===== src/rtl/ps2_key_decoder_if.sv =====
// Pin- and command-side signals of the PS/2 key decoder.
// The decoder uses the slave modport; whatever drives the PS/2 pins and
// consumes the commands (board wrapper, testbench) uses the master modport.
interface ps2_key_decoder_if;
    logic       ps2_clk;
    logic       ps2_data;
    logic [1:0] keyboard_signal;
    logic       key_valid;
    logic       frame_err;

    modport master (
        output ps2_clk,
        output ps2_data,
        input  keyboard_signal,
        input  key_valid,
        input  frame_err
    );

    modport slave (
        input  ps2_clk,
        input  ps2_data,
        output keyboard_signal,
        output key_valid,
        output frame_err
    );
endinterface


===== src/rtl/ps2_key_decoder.sv =====
// PS/2 keyboard receiver and Set-2 scan-code decoder for the Tetris control path.
// Raw pins are synchronized, ps2_clk is debounced, 11-bit frames are checked,
// and the arrow/enter keys become a 2-bit command with a one-cycle strobe.
//
//   state     | meaning
//   ----------+----------------------------------------------------
//   ST_IDLE   | waiting for a start bit (data 0 on a bit event)
//   ST_DATA   | shifting in 8 data bits, LSB first
//   ST_PARITY | capturing the odd-parity bit
//   ST_STOP   | checking stop bit and parity, handing byte onward
module ps2_key_decoder #(
    parameter int FILTER_LEN     = 8,
    parameter int TIMEOUT_CYCLES = 100000
) (
    input  logic                  clk,
    input  logic                  rst,
    ps2_key_decoder_if.slave      bus
);

    localparam int FCNT_W = (FILTER_LEN > 1) ? $clog2(FILTER_LEN) : 1;
    localparam int TCNT_W = (TIMEOUT_CYCLES > 1) ? $clog2(TIMEOUT_CYCLES) : 1;
    localparam logic [FCNT_W-1:0] FILT_RELOAD = FCNT_W'(FILTER_LEN - 1);
    localparam logic [TCNT_W-1:0] TO_RELOAD   = TCNT_W'(TIMEOUT_CYCLES - 1);

    typedef enum logic [1:0] {
        ST_IDLE,
        ST_DATA,
        ST_PARITY,
        ST_STOP
    } state_t;

    state_t              state;
    state_t              state_n;

    logic                clk_meta;
    logic                clk_sync;
    logic                data_meta;
    logic                data_sync;

    logic                filt_clk;
    logic [FCNT_W-1:0]   filt_cnt;
    logic                bit_event;

    logic [TCNT_W-1:0]   to_cnt;
    logic                timeout;

    logic [2:0]          bit_cnt;
    logic [7:0]          shift_reg;
    logic                parity_bit;

    logic                byte_done;
    logic                frame_bad;

    logic                ext;
    logic                brk;
    logic                cmd_hit;
    logic [1:0]          cmd_val;

    logic [1:0]          keyboard_signal_q;
    logic                key_valid_q;
    logic                frame_err_q;

    // Two-flop synchronizers on both pins; reset to the idle-high bus level.
    always_ff @(posedge clk or negedge rst) begin
        if (!rst) begin
            clk_meta  <= 1'b1;
            clk_sync  <= 1'b1;
            data_meta <= 1'b1;
            data_sync <= 1'b1;
        end else begin
            clk_meta  <= bus.ps2_clk;
            clk_sync  <= clk_meta;
            data_meta <= bus.ps2_data;
            data_sync <= data_meta;
        end
    end

    // Stability filter: the filtered clock follows the synchronized clock only
    // after FILTER_LEN consecutive samples disagree with the current level.
    always_ff @(posedge clk or negedge rst) begin
        if (!rst) begin
            filt_clk <= 1'b1;
            filt_cnt <= FILT_RELOAD;
        end else if (clk_sync == filt_clk) begin
            filt_cnt <= FILT_RELOAD;
        end else if (filt_cnt == '0) begin
            filt_clk <= clk_sync;
            filt_cnt <= FILT_RELOAD;
        end else begin
            filt_cnt <= filt_cnt - FCNT_W'(1);
        end
    end

    // A bit event is the cycle in which the filtered clock is about to fall,
    // so data_sync is sampled in the same cycle the edge is accepted.
    assign bit_event = filt_clk & ~clk_sync & (filt_cnt == '0);

    // Inactivity down-counter; held at reload while idle or on every bit event.
    always_ff @(posedge clk or negedge rst) begin
        if (!rst) begin
            to_cnt <= TO_RELOAD;
        end else if ((state == ST_IDLE) || bit_event) begin
            to_cnt <= TO_RELOAD;
        end else if (to_cnt != '0) begin
            to_cnt <= to_cnt - TCNT_W'(1);
        end
    end

    assign timeout = (state != ST_IDLE) && !bit_event && (to_cnt == '0);

    // Frame FSM state register.
    always_ff @(posedge clk or negedge rst) begin
        if (!rst) begin
            state <= ST_IDLE;
        end else begin
            state <= state_n;
        end
    end

    // Frame FSM next state plus the good-byte / bad-frame decisions.
    always_comb begin
        state_n   = state;
        byte_done = 1'b0;
        frame_bad = 1'b0;
        case (state)
            ST_IDLE: begin
                if (bit_event && !data_sync) begin
                    state_n = ST_DATA;
                end
            end
            ST_DATA: begin
                if (bit_event && (bit_cnt == 3'd7)) begin
                    state_n = ST_PARITY;
                end
            end
            ST_PARITY: begin
                if (bit_event) begin
                    state_n = ST_STOP;
                end
            end
            ST_STOP: begin
                if (bit_event) begin
                    state_n = ST_IDLE;
                    if (data_sync && (^{shift_reg, parity_bit})) begin
                        byte_done = 1'b1;
                    end else begin
                        frame_bad = 1'b1;
                    end
                end
            end
            default: begin
                state_n = ST_IDLE;
            end
        endcase
        if (timeout) begin
            state_n   = ST_IDLE;
            frame_bad = 1'b1;
        end
    end

    // Bit counter, shift register and parity capture.
    always_ff @(posedge clk or negedge rst) begin
        if (!rst) begin
            bit_cnt    <= 3'd0;
            shift_reg  <= 8'h00;
            parity_bit <= 1'b0;
        end else if (bit_event) begin
            case (state)
                ST_IDLE: begin
                    if (!data_sync) begin
                        bit_cnt <= 3'd0;
                    end
                end
                ST_DATA: begin
                    shift_reg <= {data_sync, shift_reg[7:1]};
                    bit_cnt   <= bit_cnt + 3'd1;
                end
                ST_PARITY: begin
                    parity_bit <= data_sync;
                end
                default: begin
                end
            endcase
        end
    end

    // Scan-code lookup for the byte just completed; arrows need the E0 prefix,
    // enter is accepted with or without it.
    always_comb begin
        cmd_hit = 1'b0;
        cmd_val = 2'b00;
        case (shift_reg)
            8'h75: begin
                cmd_hit = ext;
                cmd_val = 2'b00;
            end
            8'h6B: begin
                cmd_hit = ext;
                cmd_val = 2'b01;
            end
            8'h74: begin
                cmd_hit = ext;
                cmd_val = 2'b10;
            end
            8'h5A: begin
                cmd_hit = 1'b1;
                cmd_val = 2'b11;
            end
            default: begin
                cmd_hit = 1'b0;
                cmd_val = 2'b00;
            end
        endcase
        if (brk) begin
            cmd_hit = 1'b0;
        end
    end

    // Prefix flags and registered command/strobe outputs.
    always_ff @(posedge clk or negedge rst) begin
        if (!rst) begin
            ext               <= 1'b0;
            brk               <= 1'b0;
            keyboard_signal_q <= 2'b00;
            key_valid_q       <= 1'b0;
            frame_err_q       <= 1'b0;
        end else begin
            key_valid_q <= 1'b0;
            frame_err_q <= 1'b0;
            if (frame_bad) begin
                frame_err_q <= 1'b1;
                ext         <= 1'b0;
                brk         <= 1'b0;
            end else if (byte_done) begin
                if (shift_reg == 8'hE0) begin
                    ext <= 1'b1;
                end else if (shift_reg == 8'hF0) begin
                    brk <= 1'b1;
                end else begin
                    ext <= 1'b0;
                    brk <= 1'b0;
                    if (cmd_hit) begin
                        key_valid_q       <= 1'b1;
                        keyboard_signal_q <= cmd_val;
                    end
                end
            end
        end
    end

    assign bus.keyboard_signal = keyboard_signal_q;
    assign bus.key_valid       = key_valid_q;
    assign bus.frame_err       = frame_err_q;

endmodule


===== src/flat_wrapper.sv =====
// flat-port wrapper written by rule: the top's interface ports become plain ports
module ps2_key_decoder_flat 
#(
    parameter int FILTER_LEN     = 8,
    parameter int TIMEOUT_CYCLES = 100000
)
  (clk, rst, bus_ps2_clk, bus_ps2_data, bus_keyboard_signal, bus_key_valid, bus_frame_err);
  ps2_key_decoder_if bus_i ();
  input  logic clk;
  input  logic rst;
  input wire logic [$bits(bus_i.ps2_clk)-1:0] bus_ps2_clk;
  input wire logic [$bits(bus_i.ps2_data)-1:0] bus_ps2_data;
  output wire logic [$bits(bus_i.keyboard_signal)-1:0] bus_keyboard_signal;
  output wire logic [$bits(bus_i.key_valid)-1:0] bus_key_valid;
  output wire logic [$bits(bus_i.frame_err)-1:0] bus_frame_err;
  assign bus_i.ps2_clk = bus_ps2_clk;
  assign bus_i.ps2_data = bus_ps2_data;
  assign bus_keyboard_signal = bus_i.keyboard_signal;
  assign bus_key_valid = bus_i.key_valid;
  assign bus_frame_err = bus_i.frame_err;
  ps2_key_decoder #(.FILTER_LEN(FILTER_LEN), .TIMEOUT_CYCLES(TIMEOUT_CYCLES)) u_core (.clk(clk), .rst(rst), .bus(bus_i));
endmodule

===== config.mk =====
export PLATFORM = sky130hd
export DESIGN_NAME = ps2_key_decoder_flat
export DESIGN_NICKNAME = d
export VERILOG_FILES = /design/src/rtl/ps2_key_decoder_if.sv /design/src/rtl/ps2_key_decoder.sv /design/src/flat_wrapper.sv
export SDC_FILE = /design/constraint.sdc
export NUM_CORES = 1
export LEC_CHECK = 0
export ABC_CLOCK_PERIOD_IN_PS = 7200
export CAP_MARGIN = 20
export CORE_MARGIN = 2
export CORE_UTILIZATION = 55
export CTS_CLUSTER_SIZE = 10
export DETAILED_ROUTE_END_ITERATION = 10
export PLACE_DENSITY = 0.73
export SLEW_MARGIN = 20
export SYNTH_ARGS = -nofsm -noshare
export SYNTH_HDL_FRONTEND = slang
export SYNTH_SLANG_ARGS = --single-unit

===== constraint.sdc =====
create_clock -name clk -period 7.2 [get_ports clk]
set_clock_uncertainty 0.15 [all_clocks]
set_input_delay 1.8 -clock clk [delete_from_list [all_inputs] [get_ports clk]]
set_output_delay 1.8 -clock clk [all_outputs]
set_load 0.03 [all_outputs]

# After elaboration in Yosys (flattened, before gate mapping)

Cells that the tools add are included.

Logic and storage cells: 106
Register bits after elaboration: 45
Bits of input ports: 4

Eq/ne operators: 18
Reductions and logical operators: 26
$add $sub $neg: 3
Mux-type cells: 36
Bitwise gates (word level): 7

Operator list:

| kind                                                                    | number |
|---|---|
| 17-bit 2-to-1 mux                                                       | 2 |
| 8-bit by 7-bit equality test with 1-bit output, second input constant   | 4 |
| 1-bit 2-to-1 mux                                                        | 22 |
| 17-bit zero test                                                        | 1 |
| 17-bit nonzero test                                                     | 1 |
| 17-bit by 1-bit subtractor with 17-bit output, second input constant    | 1 |
| 8-bit equality test, second input constant                              | 2 |
| 3-bit by 1-bit inequality test with 1-bit output, second input constant | 4 |
| 2-bit 2-to-1 mux                                                        | 5 |
| 2-bit AND reduction                                                     | 5 |
| 3-bit 2-to-1 mux                                                        | 3 |
| 9-bit XOR reduction                                                     | 1 |
| 2-bit one-hot mux with 4 select lines                                   | 1 |
| 2-bit nonzero test                                                      | 4 |
| 2-bit one-hot mux with 3 select lines                                   | 1 |
| 3-bit one-hot mux with 2 select lines                                   | 1 |
| 1-bit logical AND                                                       | 5 |
| 1-bit NOT                                                               | 5 |
| 5-bit AND reduction                                                     | 1 |
| 2-bit equality test, second input constant                              | 2 |
| 4-bit AND reduction                                                     | 1 |
| 3-bit by 1-bit adder with 3-bit output, second input constant           | 1 |
| 3-bit equality test, second input constant                              | 1 |
| 3-bit zero test                                                         | 1 |
| 13 further kinds                                                        | 15 |

# Depth between registers and ports, before layout

Gate-level depths: netlist (run 1).

Depth after elaboration: 9
Mapped depth: 8

# Worst setup path before layout (run 1)

OpenSTA, ideal clock, no wires.

Path kind: reg-to-reg
Start: register u_core.filt_clk
End: register u_core.keyboard_signal_q[0], in the netlist u_core.bus.keyboard_signal[0]
Data arrival time: 2.290 ns
Stages on the path, launching flop included: 8
Setup slack: 4.639 ns
Cell sequence: dfstp_2 > ha_1 > and3b_1 > dlymetal6s4s_1 > nand2_1 > or4_4 > or4b_1 > a22o_1

Word-level cells in the longest chain between the ends: 8

Ends and longest elaborated chain:

| what                             | RTL line               | text |
|---|---|---|
| start: declaration               | ps2_key_decoder.sv:40  | `logic filt_clk;` |
| start signal: assignment         | ps2_key_decoder.sv:87  | `filt_clk <= clk_sync;` |
| 1-bit bitwise AND * (2 in a row) | ps2_key_decoder.sv:96  | `assign bit_event = filt_clk & ~clk_sync & (filt_cnt == '0);` |
| 1-bit zero test                  | ps2_key_decoder.sv:109 | `assign timeout = (state != ST_IDLE) && !bit_event && (to_cnt == '0);` |
| 1-bit logical AND (2 in a row)   | ps2_key_decoder.sv:109 |  |
| 1-bit 2-to-1 mux                 | ps2_key_decoder.sv:155 | `if (timeout) begin` |
| 1-bit NOT (no line)              | -                      |  |
| 5-bit AND reduction (no line) *  | -                      |  |
| end signal: assignment           | ps2_key_decoder.sv:244 | `keyboard_signal_q <= cmd_val;` |
| end: declaration                 | ps2_key_decoder.sv:59  | `logic [1:0] keyboard_signal_q;` |

Mark *: on every way between the ends. The rest lies on a longest branch, timed or not.
A chain may end at the register's enable or synchronous reset.

# Worst setup path in the final report (run 1)

Start: register u_core.keyboard_signal_q[1], in the netlist u_core.bus.keyboard_signal[1]
End: output port bus_keyboard_signal[1]

RTL lines:

| what             | RTL line           | text |
|---|---|---|
| end: declaration | flat_wrapper.sv:13 | `output wire logic [$bits(bus_i.keyboard_signal)-1:0] bus_keyboard_signal;` |

No word-level cell between the ends.

==> results.ini, run 1 <==
[global_routing]
grtUsageMet2_pct = 33.4
grt_pass1_wl_um = 7990
grt_use_met3_pct = 5.70
track_usage_pct = 20.6
use_met1_pct = 25.9
grt_start_max_net_pins = 46
top_usage_layer = met2
overflow = 0
first_global_vias = 1762
antenna_found_initial = 0

[critical_path]
rrSetupSlack_ns = 4.62
max_stage_delay_ns = 0.67
critPathKind = reg -> out
path_cells = clkdlybuf4s50_1
cp-end-kind = primary output
critPathTopFamily = buffers and inverters
worst_ep_arrival_time_ns = 1.36
required_ns = 5.25
critPathBufInv = 1
crit_path_top_delay_cell = clkdlybuf4s50_1
critPathMaxFanout = 2
crit_path_start_kind = register

[placement]
dp_hpwl_um = 3160
dp_slack_ns = 4.23
io_buffers = 7
gp_congestion = 0.795

[final_layout]
antenna_cells = 0
nNetsFinal = 237
largest_reg_flops = 17
drive_above_1_share_pct = 17.9
synthToLayoutAreaGrowth_pct = 8.64

[route]
drc_errors = 0
via_per_inst = 6.12
wl_per_cell_um = 16.4
first_iter_violations = 104
wl_um = 4510
ant_nets = 0
drt-pass1-iter-count = 4
vias = 1677

[synthesis]
ys_top_cells_by_count = 27 x dfrtp_1, 18 x dfstp_2, 15 x nand2_1, 15 x nor2_1
ys_seq_area_share_pct = 49.3
ys.flop_type = dfrtp_1
synth_fp_nets = 230
synthArstFlopShare_pct = 100
ys_ff_latch = 45
yosys_warnings = 0
synth.largest_area_cell = dfrtp_1
synth-edff-count = 0
syn_avg_cell_area_um2 = 10.8
synth.distinct_cells = 47
yosysTopAreaCellShare_pct = 29.0
syn_inst = 216
yosysMostFrequentCell = dfrtp_1
synthesis.area_mm2 = 0.00233
synthTopCellsByArea = dfrtp_1 29%, dfstp_2 20%, ha_1 5.4%

[cts]
clockRootBuffer = clkbuf_8
htree_num_levels = 2
clk_pin_slew_worst_paths_ns = 0.09
cts_tree = built
cts_hold_buf = 0
cts-resized-gates = 0
postCtsSetupBuffers = 0
cts_buffers = 5
clk_latency_ns = 0.31
clkSinkCount = 45
clk_path_buf_depth = 2

[power_and_ir_drop]
power.leakage_nw = 1.08
irDropWorstVdd_v = 0.000215
power_density_mw_per_mm2 = 259

[sta]
drv_slew = 0
fmax_ghz = 0.302
slew_headroom_pct = 34.9
timing.final.crit_period_ns = 3.31
hold_violations = 0
setup_tns_ns = 0
rsz0062_at_grt = no
setup_violations = 0
finalCritPeriodShare_pct = 45.9
tightest_slew_ns = 0.977
setup_ws_ns = 3.89

[floorplan]
die_w_um = 69.1
fp-row-count = 23
initial_core_util_pct = 57.9
ios = 8
die_y_um = 69.1
floorplan.die_area_mm2 = 0.00477
core_area_mm2 = 0.00403

[min_path]
hp-class = reg -> reg

[job]
cap_violations = 0

[outcome]
outcome = completed

## worst paths after layout
kind,end,start,cells after the start
min in group asynchronous,u_core.to_cnt[12]$_DFFE_PN0N_,rst,1
hold / removal,u_core.data_sync$_DFF_PN1_,u_core.data_meta$_DFF_PN1_,0
max in group asynchronous,u_core.state[0]$_DFFE_PN0P_,rst,1
setup / recovery,bus_keyboard_signal[1],u_core.bus.keyboard_signal[1]$_DFFE_PN0P_,1
hold reg to reg,u_core.data_sync$_DFF_PN1_,u_core.data_meta$_DFF_PN1_,0
setup reg to reg,u_core.bus.keyboard_signal[0]$_DFFE_PN0P_,u_core.filt_clk$_DFFE_PN1P_,6
## layout by cell type (no fill, tap or decap), drive strengths merged, types with 4 or more instances in the layout
master and count:
nor3 4, clkbuf 6, nor4 7, xnor2 8, dfrtp 27, clkdlybuf4s50 6
xor2 9, o21ai 12, nand2 15, or4 5, ha 10, a21oi 9
inv 12, dfstp 18, nor2 16, o211ai 5, mux2 8
## report_power, final
group,internal [mW],leakage (nW),total (mW),switching (mW)
clock,0.113,0.0574,0.202,0.0888
combinational,0.0526,0.464,0.140,0.0875
sequential,0.289,0.562,0.313,0.0243
## area by class of cell
class	instances	area, um2
Clock buffer	6	82.6
Clock inverter	2	37.5
Fill cell	338	1500
Inverter	12	45.0
Multi-Input combinational cell	152	1090
Sequential cell	45	1150
Tap cell	50	62.6
Timing Repair Buffer	7	65.1
## through the flow
step	util [%]	area, um2	hold slack, ns	cells	power, mW
2_1_floorplan	-	2330	0.195	216	0.415
3_3_place_gp	59.9	2410	0.197	266	0.441
3_5_place_dp	59.9	2410	0.197	266	0.456
4_1_cts	62.9	2530	0.209	274	0.655
5_1_grt	62.9	2530	0.216	274	0.690
6_report	62.9	2530	0.208	274	0.655
## cell families after synthesis
family / after synthesis / synth area share (%)
AO/OA/AOI/OAI: 45 / 12.6
XOR/XNOR: 18 / 7.41
adder cells (fa/ha/maj): 10 / 5.37
buffers and inverters: 19 / 3.92
flip-flops: 45 / 49.3
multiplexers: 10 / 4.72
AND/OR/NAND/NOR: 69 / 16.7
## metal layers
layer / vias up / wire length (um)
li1: 792 / -
met1: 846 / 2010
met2: 33 / 2290
met3: 6 / 153
met4: 0 / 50
met5: - / 0
(Power assumes the default switching activity.)
==> run 2: changes to the inputs <==
--- a/config.mk
+++ b/config.mk
@@ -5,7 +5,7 @@
 export SDC_FILE = /design/constraint.sdc
 export NUM_CORES = 1
 export LEC_CHECK = 0
-export ABC_CLOCK_PERIOD_IN_PS = 7200
+export ABC_CLOCK_PERIOD_IN_PS = 3200
 export CAP_MARGIN = 20
 export CORE_MARGIN = 2
 export CORE_UTILIZATION = 55
==> constraint.sdc (replaced) <==
create_clock -name clk -period 3.2 [get_ports clk]
set_clock_uncertainty 0.15 [all_clocks]
set_input_delay 0.8 -clock clk [delete_from_list [all_inputs] [get_ports clk]]
set_output_delay 0.8 -clock clk [all_outputs]
set_load 0.03 [all_outputs]
==> run 2 against run 1 <==
Design area is 0.84% lower. Final cell count is 0.36% higher. Clock-buffer cell count is 1 lower. Worst setup slack worse by 3.2 ns. Sequential share of layout area is 0.38 points higher. Critical endpoint is now u_core.to_cnt[5]$_DFFE_PN0N_. Highest routed layer unchanged.
==> results.ini, run 2 (synthesized netlist as in run 1, its figures left out) <==
[floorplan]
core_area_mm2 = 0.00403  ; unchanged
fp-row-count = 23  ; unchanged
initial_core_util_pct = 57.9  ; unchanged
floorplan.die_area_mm2 = 0.00477  ; unchanged
die_w_um = 69.1  ; unchanged
die_y_um = 69.1  ; unchanged
ios = 8  ; unchanged

[critical_path]
worst_ep_arrival_time_ns = 2.56  ; +1.20 ns
max_stage_delay_ns = 0.65  ; -0.02 ns
critPathKind = reg -> reg
cp-end-kind = register
crit_path_start_kind = register
critPathMaxFanout = 10  ; +8
crit_top_cell = or4_1
crit_path_top_delay_cell = or4_1
required_ns = 3.23  ; -2.02 ns
path_cells = or4_1, or4_1, o21ai_0, xor2_1, nor2_1

[route]
drt-pass1-iter-count = 4  ; unchanged
drc_errors = 0  ; unchanged
first_iter_violations = 113  ; +8.7%
wl_per_cell_um = 15.5  ; -5.9%
vias = 1641  ; -2.1%
routedLengthMet1_um = 1940  ; -3.7%
routed.top_layer = met4
wl_met2_um = 2070  ; -9.5%
wl_um = 4250  ; -5.6%
wl_met3_um = 176  ; +15%
ant_nets = 0  ; unchanged
via_per_inst = 5.97  ; -2.5%

[sta]
setup_tns_ns = 0  ; unchanged
timing.final.crit_period_ns = 2.54
hold_violations = 0  ; unchanged
fmax_ghz = 0.394
tightest_slew_ns = 0.954  ; -0.0227 ns
setup_ws_ns = 0.661  ; -3.23 ns
drv_slew = 0  ; unchanged
finalCritPeriodShare_pct = 79.3
setup_violations = 0  ; unchanged
rsz0062_at_grt = no
slew_headroom_pct = 36.4  ; +1.5 points

[global_routing]
first_global_vias = 1658  ; -5.9%
grt_pass1_wl_um = 7480  ; -6.4%
overflow = 0  ; unchanged
grt_start_max_net_pins = 46  ; unchanged
track_usage_pct = 19.1  ; -1.4 points
antenna_found_initial = 0  ; unchanged

[power_and_ir_drop]
irDropWorstVdd_v = 0.000408  ; +90%
p_switching_mw = 0.451  ; +120%
p_seq_share_pct = 50.9  ; +3.1 points
power_density_mw_per_mm2 = 550  ; +110%
power_frac_clock_pct = 25.6  ; -5.2 points
pwr-share-comb_pct = 23.5  ; +2.1 points
power.leakage_nw = 1.07  ; -1.5%
power.internal_mw = 0.931  ; +100%
switching_share_pct = 32.6  ; +2.0 points

[placement]
gp_congestion = 0.867  ; +9.2%
dp_slack_ns = 0.679  ; -3.55 ns
io_buffers = 7  ; unchanged
dp_hpwl_um = 3030  ; -3.9%

[cts]
postCtsSetupBuffers = 0  ; unchanged
cts_tree = built
htree_num_levels = 2  ; unchanged
clk_pin_slew_worst_paths_ns = 0.09  ; about the same
clk_latency_ns = 0.30  ; about the same
clk_path_buf_depth = 2  ; unchanged
cts_hold_buf = 0  ; unchanged
cts_buffers = 5  ; unchanged
cts-resized-gates = 0  ; unchanged
clkSinkCount = 45  ; unchanged
clockRootBuffer = clkbuf_8

[final_layout]
fin_util_pct = 62.3  ; -0.53 points
drive_above_1_share_pct = 18.2  ; +0.37 points
final_common_cell = dfrtp_1
nFillCells = 332  ; -1.8%
antenna_cells = 0  ; unchanged
largest_reg_flops = 17  ; unchanged
nNetsFinal = 238  ; +0.42%
layout_common_cells = 27 x dfrtp_1, 18 x dfstp_2, 15 x nor2_1, 15 x nand2_1
synthToLayoutAreaGrowth_pct = 7.73

[min_path]
hp-class = reg -> reg

[job]
cap_violations = 0  ; unchanged

[outcome]
outcome = completed

run 2: cell types whose count changed in the layout (fill, tap and decap cells not counted):
| cell | change |
|---|---|
| buf_4 | +1 |
| bufinv_16 | -1 |
| clkbuf_8 | -1 |
| clkinvlp_4 | +2 |
run 2: worst paths after layout:
kind	cells after the start	from	slack (ns)	to
worst max register to register	5	u_core.to_cnt[11]$_DFFE_PN0N_	0.66	u_core.to_cnt[5]$_DFFE_PN0N_
min in group asynchronous	1	rst	0.49	u_core.to_cnt[12]$_DFFE_PN0N_
worst min register to register	0	u_core.data_meta$_DFF_PN1_	0.21	u_core.data_sync$_DFF_PN1_
worst min-delay path	0	u_core.data_meta$_DFF_PN1_	0.21	u_core.data_sync$_DFF_PN1_
max in group asynchronous	1	rst	1.81	u_core.bit_cnt[2]$_DFFE_PN0P_
worst max-delay path	5	u_core.to_cnt[11]$_DFFE_PN0N_	0.66	u_core.to_cnt[5]$_DFFE_PN0N_
run 2: critical path, delay by kind of cell, from the launching register on:
kind / cells / cell delay (ns)
xor+xnor: 1 / 0.19
simple gates: 3 / 1.33
compound gates: 1 / 0.33
flops: 1 / 0.42
run 2: area by class of cell:
cell class	instances	area [um2]	area share [%]
sequential	45	1150	45.7
multi-input combinational	152	1090	43.4
timing repair buffer	8	72.6	2.89
clock buffer	5	68.8	2.74
tap	50	62.6	2.49
inverter	12	45.0	1.79
clock inverter	3	22.5	0.897
run 2: power by group through the flow:
stage          Sequential [mW]  Combinational [mW]  Clock, mW
3_5_place_dp             0.711               0.325          0
3_3_place_gp             0.708               0.298          0
4_1_cts                  0.701               0.326      0.364
5_1_grt                  0.713               0.365      0.389
6_report                 0.703               0.325      0.354
2_1_floorplan            0.697               0.237          0
run 2: per-stage QoR:
step | total power, mW | hold slack (ns) | instances | instance area (um2)
6_report | 1.38 | 0.207 | 275 | 2510
2_1_floorplan | 0.934 | 0.195 | 216 | 2330
3_5_place_dp | 1.04 | 0.197 | 267 | 2420
5_1_grt | 1.47 | 0.212 | 275 | 2510
3_3_place_gp | 1.01 | 0.198 | 267 | 2420
4_1_cts | 1.39 | 0.209 | 275 | 2510
run 2: routing by layer:
layer  global-route usage [%]  vias up
met5                        0        -
met1                     25.3      788
met3                     4.68        8
met2                     30.1       51
met4                     8.06        0
li1                         -      794
==> run 3: changes to the inputs <==
--- a/config.mk
+++ b/config.mk
@@ -5,13 +5,13 @@
 export SDC_FILE = /design/constraint.sdc
 export NUM_CORES = 1
 export LEC_CHECK = 0
-export ABC_CLOCK_PERIOD_IN_PS = 3200
+export ABC_CLOCK_PERIOD_IN_PS = 2300
 export CAP_MARGIN = 20
 export CORE_MARGIN = 2
-export CORE_UTILIZATION = 55
+export CORE_UTILIZATION = 54
 export CTS_CLUSTER_SIZE = 10
 export DETAILED_ROUTE_END_ITERATION = 10
-export PLACE_DENSITY = 0.73
+export PLACE_DENSITY = 0.74
 export SLEW_MARGIN = 20
 export SYNTH_ARGS = -nofsm -noshare
 export SYNTH_HDL_FRONTEND = slang
==> constraint.sdc (replaced) <==
create_clock -name clk -period 2.3 [get_ports clk]
set_clock_uncertainty 0.15 [all_clocks]
set_input_delay 0.575 -clock clk [delete_from_list [all_inputs] [get_ports clk]]
set_output_delay 0.575 -clock clk [all_outputs]
set_load 0.03 [all_outputs]
==> run 3 against run 2 <==
The run now ends with setup timing left. Total power increased by 54%. Final cell count increased by 9.5%. Clock-buffer cell count unchanged. Die area increased by 1.7%. Core utilization increased by 6.4 points. Worst setup slack got worse by 0.81 ns. Fmax increased by 3.5%. Register-to-register slack got worse by 0.81 ns. Critical path depth unchanged. Highest routed layer unchanged.
==> results.ini, run 3 (synthesized netlist as in run 1, its figures left out) <==
[cts]
clkSinkCount = 45  ; unchanged
cts_buffers = 5  ; unchanged
clk_path_buf_depth = 2  ; unchanged
clockRootBuffer = clkbuf_8
cts_hold_buf = 0  ; unchanged
clk_latency_ns = 0.30  ; about the same
htree_num_levels = 2  ; unchanged
cts_tree = built
clk_pin_slew_worst_paths_ns = 0.08  ; about the same

[placement]
dpl.cell_count = 289  ; +8.2%
io_buffers = 7  ; unchanged
gp_congestion = 0.850  ; -2.0%
post_dp_cell_area_mm2 = 0.00261  ; +8.0%
dp_hpwl_um = 2940  ; -3.2%

[job]
cap_violations = 0  ; unchanged

[floorplan]
fp-row-count = 23  ; unchanged
floorplan.die_area_mm2 = 0.00486  ; +1.7%
ios = 8  ; unchanged
die_w_um = 69.7  ; +0.87%
die_y_um = 69.7  ; +0.87%
core_area_mm2 = 0.00409  ; +1.4%
initial_core_util_pct = 57.0  ; -0.81 points

[sta]
setup_violations = 2  ; +2
setup_tns_ns = -0.199  ; -0.199 ns
holdWs_ns = 0.0716  ; -0.136 ns
setup_ws_ns = -0.153  ; -0.814 ns
slew_headroom_pct = 68.5  ; +32 points
hold_violations = 0  ; unchanged
timing.final.crit_period_ns = 2.45  ; -0.0863 ns
fmax_ghz = 0.408  ; +3.5%
drv_slew = 0  ; unchanged
finalCritPeriodShare_pct = 107  ; +27 points
tightest_slew_ns = 0.472  ; -0.482 ns
rsz0062_at_grt = yes

[outcome]
failed_checks = setup timing
outcome = finished with violations

[power_and_ir_drop]
power_frac_clock_pct = 32.6  ; +7.0 points
total_power_mw = 2.13  ; +54%
p_switching_mw = 0.612  ; +36%
power.leakage_nw = 1.25  ; +17%
irDropWorstVdd_v = 0.000540  ; +32%
power_density_mw_per_mm2 = 759  ; +38%
p_seq_share_pct = 45.9  ; -5.0 points
power.internal_mw = 1.52  ; +63%
pwr-share-comb_pct = 21.5  ; -2.0 points
switching_share_pct = 28.7  ; -3.9 points

[final_layout]
drive_above_1_share_pct = 28.7  ; +10 points
antenna_cells = 0  ; unchanged
final_common_cell = dfrtp_1
multiInputGateArea_mm2 = 0.00112  ; +2.9%
nFillCells = 295  ; -11%
design_area_mm2 = 0.00281  ; +12%
seqCellArea_mm2 = 0.00115  ; unchanged
nNetsFinal = 264  ; +11%
synthToLayoutAreaGrowth_pct = 20.5
largest_reg_flops = 17  ; unchanged
layout.cells.non_filler = 301  ; +9.5%
layout_common_cells = 27 x dfrtp_1, 24 x buf_4, 18 x dfstp_2

[global_routing]
antenna_found_initial = 0  ; unchanged
track_usage_pct = 19.5  ; +0.40 points
grt_start_max_net_pins = 26  ; -43%
first_global_vias = 1672  ; +0.84%
overflow = 0  ; unchanged
grt_pass1_wl_um = 7610  ; +1.8%

[route]
drc_errors = 0  ; unchanged
wl_um = 4290  ; +0.87%
drt-pass1-iter-count = 4  ; unchanged
via_per_inst = 5.65  ; -5.4%
vias = 1700  ; +3.6%
first_iter_violations = 80  ; -29%
ant_nets = 0  ; unchanged
wl_per_cell_um = 14.3  ; -7.8%

[critical_path]
path_cells = or3b_4, o31a_1, or4_4, or4b_1, a22o_1
max_stage_delay_ns = 0.51  ; -0.14 ns
crit_path_start_kind = register
worst_ep_arrival_time_ns = 2.50  ; -0.06 ns
cp-end-kind = register
critPathMaxFanout = 2  ; -8
rrSetupSlack_ns = -0.15  ; -0.81 ns
crit_path_top_delay_cell = or4_4
critPathKind = reg -> reg
required_ns = 2.34  ; -0.89 ns

[min_path]
hp-class = in -> async

[run 3: changes by cell type in the layout (fill, tap and decap cells not counted), moves of 2 or more]
cell,before,now
buf_12,0,2
buf_4,1,24
bufinv_16,0,2
clkinvlp_4,3,0
nor4_1,7,5
[run 3: final cells by class]
class / count / area share [%]
flip-flops and latches: 45 / 40.9
multi-input cells: 152 / 40.0
repair buffers: 34 / 10.6
clock buffers: 5 / 2.45
clock inverters: 3 / 2.32
well taps: 50 / 2.23
inverters: 12 / 1.60
[run 3: layer usage]
layer	GRT usage (%)	part of all wire, %	vias to the layer above	wire length (um)
li1	-	-	847	-
met1	26.1	49	820	2120
met2	30.2	46	31	1990
met3	3.92	3.4	2	145
met4	10.0	0.79	0	34
met5	0	0	-	0
[run 3: through the flow]
stage / setup slack, ns / utilization [%]
global route: -0.220 / 68.7
finish: -0.153 / 68.7
detailed placement: -0.139 / 63.9
floorplan: -0.150 / -
global placement: -0.108 / 63.9
CTS: -0.150 / 67.6
[run 3: worst paths after layout]
check	from	endpoint	cells after the start
worst min-delay path	rst	u_core.shift_reg[2]$_DFFE_PN0P_	1
min in group clk	u_core.data_meta$_DFF_PN1_	u_core.data_sync$_DFF_PN1_	0
max in group asynchronous	rst	u_core.to_cnt[1]$_DFFE_PN1N_	2
worst max register to register	u_core.shift_reg[0]$_DFFE_PN0P_	u_core.bus.keyboard_signal[0]$_DFFE_PN0P_	5
worst min register to register	u_core.data_meta$_DFF_PN1_	u_core.data_sync$_DFF_PN1_	0
worst max-delay path	u_core.shift_reg[0]$_DFFE_PN0P_	u_core.bus.keyboard_signal[0]$_DFFE_PN0P_	5
[run 3: worst max-delay path: cells and delay by family, from the launching register on]
| family | cells | cell delay [ns] |
|---|---|---|
| flip-flops | 1 | 0.38 |
| AND/OR/NAND/NOR | 3 | 1.39 |
| AO/OA/AOI/OAI | 2 | 0.43 |
[run 3: power by group through the flow]
stage | Combinational, mW | Clock, mW | Sequential (mW)
after floorplan | 0.331 | 0 | 0.970
after global placement | 0.438 | 0 | 0.985
after detailed placement | 0.449 | 0 | 0.987
after CTS | 0.465 | 0.716 | 0.976
after global routing | 0.522 | 0.755 | 0.995
final | 0.459 | 0.696 | 0.978
[run 3: timing repair]
item                                    in CTS  in global routing
gates resized for setup                      2                  4
setup buffers                                0                  4
gates cloned                                 0                  0
endpoints found under the setup margin       2                  5
pin swaps                                    0                  5
